File: config.mk
export PLATFORM = sky130hd
export DESIGN_NAME = sd_frame_sequencer
export DESIGN_NICKNAME = d
export VERILOG_FILES = /design/src/rtl/sd_pkg.sv /design/src/rtl/sd_byte_tx.sv /design/src/rtl/sd_frame_sequencer.sv
export SDC_FILE = /design/constraint.sdc
export NUM_CORES = 1
export LEC_CHECK = 0
export CORE_MARGIN = 2
export CORE_UTILIZATION = 35
export CTS_CLUSTER_SIZE = 30
export DETAILED_ROUTE_END_ITERATION = 7
export GPL_ROUTABILITY_DRIVEN = 0
export PLACE_DENSITY_LB_ADDON = 0.05
export SLEW_MARGIN = 20
export SYNTH_ARGS = -nofsm -noshare
export SYNTH_HDL_FRONTEND = slang
export SYNTH_SLANG_ARGS = --single-unit
File: constraint.sdc
create_clock -name clk -period 2.1 [get_ports clk]
set_input_delay 0.21 -clock clk [delete_from_list [all_inputs] [get_ports clk]]
set_output_delay 0.21 -clock clk [all_outputs]
set_load 0.005 [all_outputs]
File: src/rtl/sd_pkg.sv
// Shared types and constants for the standard-deviation frame sequencer.
package sd_pkg;

    localparam int unsigned NUM_BUFS = 2;
    localparam int unsigned SD_W     = 16;
    localparam int unsigned BYTE_W   = 8;

    typedef enum logic [1:0] {
        FREE = 2'd0,
        FULL = 2'd1,
        BUSY = 2'd2
    } buf_state_t;

    typedef enum logic [2:0] {
        IDLE      = 3'd0,
        START     = 3'd1,
        CALC      = 3'd2,
        SQRT_WAIT = 3'd3,
        TX_LO     = 3'd4,
        TX_HI     = 3'd5
    } seq_state_t;

    // Add 0..2 to an 8-bit count, clamping at 255.
    function automatic logic [7:0] sat_add8(input logic [7:0] v, input logic [1:0] n);
        logic [8:0] s;
        s = 9'(v) + 9'(n);
        return (s > 9'd255) ? 8'hFF : s[7:0];
    endfunction

endpackage

File: src/rtl/sd_byte_tx.sv
// Valid/ready serialiser: sends a 16-bit SD result as two bytes, low byte first.
module sd_byte_tx
    import sd_pkg::*;
(
    input  logic              clk,
    input  logic              rst,
    input  logic              load,
    input  logic [SD_W-1:0]   word,
    input  logic              ready,
    output logic              valid,
    output logic [BYTE_W-1:0] data
);

    logic [BYTE_W-1:0] hi_byte;
    logic              hi_phase;

    // data only moves on load or on a completed handshake, so it is stable under backpressure
    always_ff @(posedge clk or posedge rst) begin
        if (rst) begin
            valid    <= 1'b0;
            data     <= '0;
            hi_byte  <= '0;
            hi_phase <= 1'b0;
        end else if (load) begin
            valid    <= 1'b1;
            data     <= word[BYTE_W-1:0];
            hi_byte  <= word[2*BYTE_W-1:BYTE_W];
            hi_phase <= 1'b0;
        end else if (valid && ready) begin
            if (!hi_phase) begin
                data     <= hi_byte;
                hi_phase <= 1'b1;
            end else begin
                valid <= 1'b0;
            end
        end
    end

endmodule

File: src/rtl/sd_frame_sequencer.sv
// Ping-pong buffer arbiter and compute/transmit sequencer for the SD pipeline.
// Optional watchdog on the CALC wait is enabled with `define SD_WATCHDOG_EN.
module sd_frame_sequencer
    import sd_pkg::*;
#(
    parameter int unsigned SQRT_LATENCY = 28,
    parameter int unsigned CALC_TIMEOUT = 65535
) (
    input  logic              clk,
    input  logic              rst,
    input  logic              coll_frame_done,
    output logic              coll_enable,
    output logic              coll_buf_sel,
    output logic              calc_start,
    output logic              calc_buf_sel,
    input  logic              calc_done,
    input  logic [SD_W-1:0]   sd_in,
    output logic              tx_valid,
    input  logic              tx_ready,
    output logic [BYTE_W-1:0] tx_data,
    output logic [15:0]       frame_cnt,
    output logic [7:0]        drop_cnt,
    output logic              busy,
    output logic              wdog_err
);

    localparam int unsigned CNT_MAX = (SQRT_LATENCY > CALC_TIMEOUT) ? SQRT_LATENCY : CALC_TIMEOUT;
    localparam int unsigned CNT_W   = $clog2(CNT_MAX + 1);
    localparam logic [CNT_W-1:0] SQRT_LAST = CNT_W'(SQRT_LATENCY - 1);

    buf_state_t       buf_st [NUM_BUFS];
    buf_state_t       buf_n  [NUM_BUFS];
    logic             wr_sel;
    logic             wr_sel_n;
    logic             rd_sel;
    seq_state_t       state;
    logic [CNT_W-1:0] cnt;

    logic accept_c;
    logic drop_c;
    logic take_c;
    logic free_c;
    logic wdog_to_c;
    logic tx_load_c;
    logic tx_hs_c;

    assign coll_buf_sel = wr_sel;

    // Buffer next-state: collector, FSM take and FSM free may all land in one cycle
    always_comb begin
        buf_n    = buf_st;
        wr_sel_n = wr_sel;
        accept_c = coll_frame_done && coll_enable;
        drop_c   = coll_frame_done && !coll_enable;
        take_c   = (state == IDLE) && (buf_st[rd_sel] == FULL);
`ifdef SD_WATCHDOG_EN
        wdog_to_c = (state == CALC) && !calc_done && (cnt == CNT_W'(CALC_TIMEOUT - 1));
`else
        wdog_to_c = 1'b0;
`endif
        free_c    = ((state == CALC) && calc_done) || wdog_to_c;
        tx_load_c = (state == SQRT_WAIT) && (cnt == SQRT_LAST);
        tx_hs_c   = tx_valid && tx_ready;
        if (accept_c) begin
            buf_n[wr_sel] = FULL;
            wr_sel_n      = ~wr_sel;
        end
        if (take_c) begin
            buf_n[rd_sel] = BUSY;
        end
        if (free_c) begin
            buf_n[calc_buf_sel] = FREE;
        end
    end

    always_ff @(posedge clk or posedge rst) begin
        if (rst) begin
            buf_st       <= '{default: FREE};
            wr_sel       <= 1'b0;
            rd_sel       <= 1'b0;
            coll_enable  <= 1'b1;
            calc_start   <= 1'b0;
            calc_buf_sel <= 1'b0;
            state        <= IDLE;
            cnt          <= '0;
            frame_cnt    <= '0;
            drop_cnt     <= '0;
            busy         <= 1'b0;
        end else begin
            buf_st      <= buf_n;
            wr_sel      <= wr_sel_n;
            coll_enable <= (buf_n[wr_sel_n] == FREE);
            drop_cnt    <= sat_add8(drop_cnt, 2'(drop_c) + 2'(wdog_to_c));
            calc_start  <= 1'b0;
            if (free_c) begin
                rd_sel <= ~rd_sel;
            end
            case (state)
                IDLE: begin
                    if (take_c) begin
                        calc_buf_sel <= rd_sel;
                        calc_start   <= 1'b1;
                        busy         <= 1'b1;
                        state        <= START;
                    end
                end
                START: begin
                    cnt   <= '0;
                    state <= CALC;
                end
                CALC: begin
                    if (calc_done) begin
                        cnt   <= '0;
                        state <= SQRT_WAIT;
                    end
`ifdef SD_WATCHDOG_EN
                    else if (wdog_to_c) begin
                        busy  <= 1'b0;
                        state <= IDLE;
                    end else begin
                        cnt <= cnt + CNT_W'(1);
                    end
`endif
                end
                // sd_in is valid SQRT_LATENCY edges after the calc_done edge
                SQRT_WAIT: begin
                    if (tx_load_c) begin
                        state <= TX_LO;
                    end else begin
                        cnt <= cnt + CNT_W'(1);
                    end
                end
                TX_LO: begin
                    if (tx_hs_c) begin
                        state <= TX_HI;
                    end
                end
                TX_HI: begin
                    if (tx_hs_c) begin
                        frame_cnt <= frame_cnt + 16'd1;
                        busy      <= 1'b0;
                        state     <= IDLE;
                    end
                end
                default: state <= IDLE;
            endcase
        end
    end

`ifdef SD_WATCHDOG_EN
    always_ff @(posedge clk or posedge rst) begin
        if (rst) begin
            wdog_err <= 1'b0;
        end else if (wdog_to_c) begin
            wdog_err <= 1'b1;
        end
    end
`else
    assign wdog_err = 1'b0;
`endif

    sd_byte_tx u_tx (
        .clk   (clk),
        .rst   (rst),
        .load  (tx_load_c),
        .word  (sd_in),
        .ready (tx_ready),
        .valid (tx_valid),
        .data  (tx_data)
    );

endmodule

* Word-level counts from Yosys, hierarchy flattened *
Index checks and enable logic that the tools add are counted.

word-level totals
  input port bits = 21
  output and inout bits = 39
  flip-flop bits (word level) = 71

cells by class
  add/subtract/negate cells = 3
  equal/unequal tests = 14
  bitwise logic cells = 14
  order comparisons = 8
  reductions and logical operators = 23
  muxes and demuxes = 39

operator list
  cell                                                           number
  one-hot mux 16 bit (3 select lines)                            1
  adder 16 x 1 -> 16 bit, second input constant                  2
  two-way mux 16 bit                                             2
  two-way mux 8 bit                                              4
  two-way mux 2 bit                                              9
  one-hot mux 3 bit (6 select lines)                             1
  == test 16 x 5 -> 1 bit, second input constant                 1
  two-way mux 3 bit                                              5
  != test 2 bit, second input constant                           7
  two-way mux 4 bit                                              3
  two-way mux 1 bit                                              10
  adder 8 x 1 -> 9 bit                                           1
  greater-than comparator 9 x 8 -> 1 bit, second input constant  1
  logical AND 1 bit                                              9
  >= comparator 2 bit, second input constant                     4
  NOT 1 -> 2 bit                                                 4
  AND reduction 2 bit                                            4
  demux 2 bit (select 1 bit)                                     3
  == test 3 x 2 -> 1 bit, second input constant                  2
  == test 3 bit, second input constant                           2
  less-than comparator 2 x 1 -> 1 bit, second input constant     3
  AND reduction 3 bit                                            2
  nonzero test 2 bit                                             3
  AND reduction 5 bit                                            1
  13 further kinds                                               17

* Longest topological paths before layout *
Gate-level depths: netlist of run 1.

  word-level depth = 16
  depth in mapped cells = 6
  gate-level depth less buffers = 5

* Modules after synthesis *
Synthesis of run 1 repeated with hierarchy kept, for this count alone.

second synthesis, totals
  cells, all modules = 328
  area, all modules = 3382.0 sq um

by module, submodules not included
  module              times used  area an instance (sq um)  cells each
  sd_frame_sequencer  1           2598.7                    252
  sd_byte_tx          1           783.3                     76

* Least setup slack after synthesis of run 1 *
No wires, ideal clock.

  kind = register to register
  from = reg cnt[0]
  to = reg u_tx.data[0]
  period minus slack after synthesis = 1.714 ns
  setup slack = 0.386 ns
  arrival time = 1.589 ns
  cell stages (with the launch flop) = 7
  path through = dfrtp_1 ha_1 and4bb_2 nand4_1 nor2_1 buf_4 mux2_2

on the way
  longest elaborated chain between the ends = 4
  elaborated cells between the ends (all ways) = 6
  those cells by class = eq/ne: 2; mux: 1; reduce/logical: 3

ends and longest elaborated chain
  element                                                                      line                       RTL
  start, declared                                                              sd_frame_sequencer.sv:37   logic [CNT_W-1:0] cnt;
  start signal, assigned                                                       sd_frame_sequencer.sv:130  cnt <= cnt + CNT_W'(1);
  == test 16 x 5 -> 1 bit *                                                    sd_frame_sequencer.sv:62   tx_load_c = (state == SQRT_WAIT) && (cnt == SQRT_LAST);
  logical AND 1 bit *                                                          sd_frame_sequencer.sv:62
  != test 2 bit (no source line) / nonzero test 2 bit (equally long branches)  --
  AND reduction 2 bit (no source line)                                         --
  end signal, assigned                                                         sd_byte_tx.sv:26           data <= word[BYTE_W-1:0];
  end signal, assigned                                                         sd_byte_tx.sv:31           data <= hi_byte;
  end, declared                                                                sd_byte_tx.sv:11           output logic [BYTE_W-1:0] data

Every way passes the cells marked *; elsewhere a longest branch is shown, timed or not.
A chain may end at the register's enable or synchronous reset.

* Worst setup path in the final report of run 1 *
  from = reg state[1]
  to = reg u_tx.data[5]

on the way
  longest elaborated chain between the ends = 4
  elaborated cells between the ends (all ways) = 6
  those cells by class = eq/ne: 2; mux: 1; reduce/logical: 3

ends and longest elaborated chain
  element                                                                      line                       RTL
  start, declared                                                              sd_frame_sequencer.sv:36   seq_state_t state;
  start signal, assigned                                                       sd_frame_sequencer.sv:84   state <= IDLE;
  start signal, assigned                                                       sd_frame_sequencer.sv:104  state <= START;
  start signal, assigned                                                       sd_frame_sequencer.sv:109  state <= CALC;
  == test 3 x 2 -> 1 bit *                                                     sd_frame_sequencer.sv:62
  logical AND 1 bit *                                                          sd_frame_sequencer.sv:62
  != test 2 bit (no source line) / nonzero test 2 bit (equally long branches)  --
  AND reduction 2 bit (no source line)                                         --

Marks and branches as above.

==> results of run 1 <==
kinds of logic after synthesis:
logic type | count (synthesis) | share of synthesized area
compound gates | 32 | 0.05861
xor+xnor | 32 | 0.08257
fa+ha+maj | 4 | 0.01474
simple gates | 126 | 0.2079
other cells | 1 | 0.001105
mux | 27 | 0.08957
flops | 71 | 0.5238
buf+inv | 12 | 0.02175
flip-flops by register name, summed over array words and instances (netlist names), 3 cells and up:
name and flops:
buf_st 4, cnt 16, u_tx.hi_byte 8, drop_cnt 8
state 3, frame_cnt 16, u_tx.data 8
routing by layer:
metal,up-vias,share of wire
met5,-,0
met2,39,0.45
met1,1212,0.50
li1,1221,-
met3,9,0.036
met4,0,0.015
worst max-delay path, stage by stage, from the launching register on:
cell     delay, ns
dfrtp_1       0.54
nor2b_1       0.31
nand2_1       0.14
nor2_1        0.16
buf_4         0.21
mux2_2        0.35
area by class of cell:
type / count / area, um^2 / share of cell area
sequential: 71 / 1778 / 0.4069
multi-input combinational: 222 / 1543 / 0.3531
timing repair buffer: 71 / 690.7 / 0.1581
tap: 129 / 161.4 / 0.03694
clock buffer: 10 / 137.6 / 0.03150
clock inverter: 4 / 47.55 / 0.01088
inverter: 3 / 11.26 / 0.002577
through the flow:
stage                 util  hold slack [ns]  setup slack [ns]  instance area, um^2  power, mW
global route        0.4684           0.1698           0.01363                 4369      4.860
finish              0.4684           0.1549            0.2691                 4369      4.516
detailed placement  0.4486           0.4662            0.1364                 4184      3.511
global placement    0.4486           0.4602            0.1851                 4184      3.489
floorplan                -           0.3616           0.09509                 3395      2.905
CTS                 0.4684           0.1519            0.2419                 4369      4.594
power groups by stage:
stage	clock network (mW)	registers, mW	logic [mW]
floorplan	0	2.00	0.904
CTS	1.10	2.06	1.43
global route	1.15	2.13	1.58
finish	1.06	2.06	1.40
global placement	0	2.09	1.40
detailed placement	0	2.09	1.42
cell usage in the layout, fill, tap and decap left out, types with 2 or more instances in the layout:
cell type / instances
a21o_1: 4
a21oi_1: 12
a31oi_1: 2
and3_1: 4
and4_1: 3
buf_4: 12
clkbuf_8: 10
clkdlybuf4s50_1: 58
clkinv_2: 2
dfrtp_1: 70
ha_1: 4
inv_1: 2
mux2_2: 27
nand2_1: 25
nand2b_1: 4
nand3_1: 16
nand3b_1: 4
nand4_1: 9
nor2_1: 25
nor2b_1: 4
nor3_1: 5
nor4_1: 6
nor4b_1: 3
o21ai_0: 7
or3_1: 7
or3_4: 2
xnor2_1: 23
xor2_1: 9
worst max-delay path by stage:
stage	to	from	depth (start not counted)
after global routing	u_tx.hi_byte[5]	cnt[7]	5
after global placement	u_tx.data[1]	tx_ready	5
after floorplan	buf_st[0]	rst	1
final	u_tx.data[5]	state[1]	5
after detailed placement	u_tx.data[5]	tx_ready	5
after CTS	u_tx.data[5]	state[1]	5
==> results.md, run 1 <==
* Prevailing post-synth register cell: dfrtp_1
* Site row count at 35
* Worst-path fanout max at 11
* Layout cell share with drive strength beyond 1 at 0.1759
* Worst reg2reg path depth at 5
* # setup viols final at 0
* Clk sinks at 71
* Resized Gates After CTS at 0
* DR vias at 2,481
* Dominant cells by area after synthesis: dfrtp_1 (52%), mux2_2 (9.0%), xnor2_1 (5.9%)
* Sw Ratio at 0.3071
* Met1 GRT Util at 0.1978
* Area leader, netlist: dfrtp_1
* Die Area at 10,500 um^2
* MaxCap Viol Count at 0
* Detailed placement HPWL at 4.989 mm
* Final min period at 1.831 ns
* Internal Pwr Total at 3.129 mW
* Crit end category: flip-flop
* Post-Layout Cell Count at 510
* Post-Synthesis Cells at 305
* Final Max Tran Viols at 0
* Max Freq at 0.5462 GHz
* Largest net degree at the start of global routing at 38
* Nets at 403
* Buffers added on ports at 58
* Clock-pin transition on the worst setup and hold timing paths at 0.08 ns
* Antenna-violating nets left at 0
* Sequential share of power at 0.455
* 1st-iter DRT viols at 71
* Mapped Nets at 330
* Crit path required time at 2.32 ns
* CTS Buf Count at 9
* Crit path DAT at 2.05 ns
* Pwr dens at 1034 nW/um^2
* Register-to-Register Setup Slack at 0.27 ns
* Logic pwr share at 0.310
* Status: complete, no violations
* Vias per cell at 4.865
* WL/cell at 13.44 um
* DRC errors left at 0
* Avg Cell Area, Syn at 11.13 um^2
* Synth top area share at 0.5160
* Die H at 102.5 um
* Filler Cell Count at 884
* DRT Pass-1 Iters at 4
* I/O pin count at 60
* Register area share after synthesis at 0.5238
* Setup CP Type: flip-flop to flip-flop
* Top post-synthesis cells by count: dfrtp_1 (70), mux2_2 (27), nand2_1 (25), nor2_1 (25), xnor2_1 (23)
* YS warnings at 0
* CTS tree: yes
* Global-route wire length before repair at 11.75 mm
* Area grow syn2layout at 28.71%
* Global route overflow at 0
* Total Negative Setup Slacks at 0 ns
* RSZ-0062 raised after global routing: no
* R2R Path End: u_tx.data[5]
* Synthesized flop and latch total at 71
* Dpl cells at 496
* Hold WC Path Type: input pin to async pin
* Initial antenna violation count at 0
* Hold Fails Final Rpt at 0
* Met2 usage at 0.2192
* Post-CTS Setup Inserts at 0
* Pleak at 1.915 nW
* Worst VDD drop at 0.0003852 V
* Ys async rst share at 1.000
* Gr busiest metal: met2
* Core Region at 9328 um^2
* Yosys cell types at 46
* Max Root-Sink Buffers at 2
* Vias in the first global route at 2,509
* Worst-Skew Late Latency at 0.34 ns
* Root Buffer: clkbuf_8
* Die X-Extent at 102.5 um
* Clock share of power at 0.234
* Crit start category: flip-flop
* Clock Skew at 0.01033 ns
* Met3 global-route usage at 0.02804
* Final period util at 0.8719
* Psw at 1.387 mW
* Detailed Route WL at 6.854 mm
* Number of synthesized flops with an enable pin at 0
* # diodes at 0
* Hold-fix buffers, CTS at 0
* Initial core utilization at 0.3639
* Post-Syn Area at 3395 um^2
* Worst r2r src: state[1]
* Total GRT Usage at 0.1428
* H-tree levels at 3
* Count leader, synth: dfrtp_1
Note: power is estimated with default switching activity, not from simulation.
==> inputs of run 2 (changes only) <==
--- a/config.mk
+++ b/config.mk
@@ -5,12 +5,14 @@
 export SDC_FILE = /design/constraint.sdc
 export NUM_CORES = 1
 export LEC_CHECK = 0
+export ABC_CLOCK_PERIOD_IN_PS = 2100
 export CORE_MARGIN = 2
 export CORE_UTILIZATION = 35
 export CTS_CLUSTER_SIZE = 30
 export DETAILED_ROUTE_END_ITERATION = 7
 export GPL_ROUTABILITY_DRIVEN = 0
 export PLACE_DENSITY_LB_ADDON = 0.05
+export SKIP_CTS_REPAIR_TIMING = 1
 export SLEW_MARGIN = 20
 export SYNTH_ARGS = -nofsm -noshare
 export SYNTH_HDL_FRONTEND = slang
==> results of run 2 <==
Final layout, timing and power as in run 1 (identical DEF).
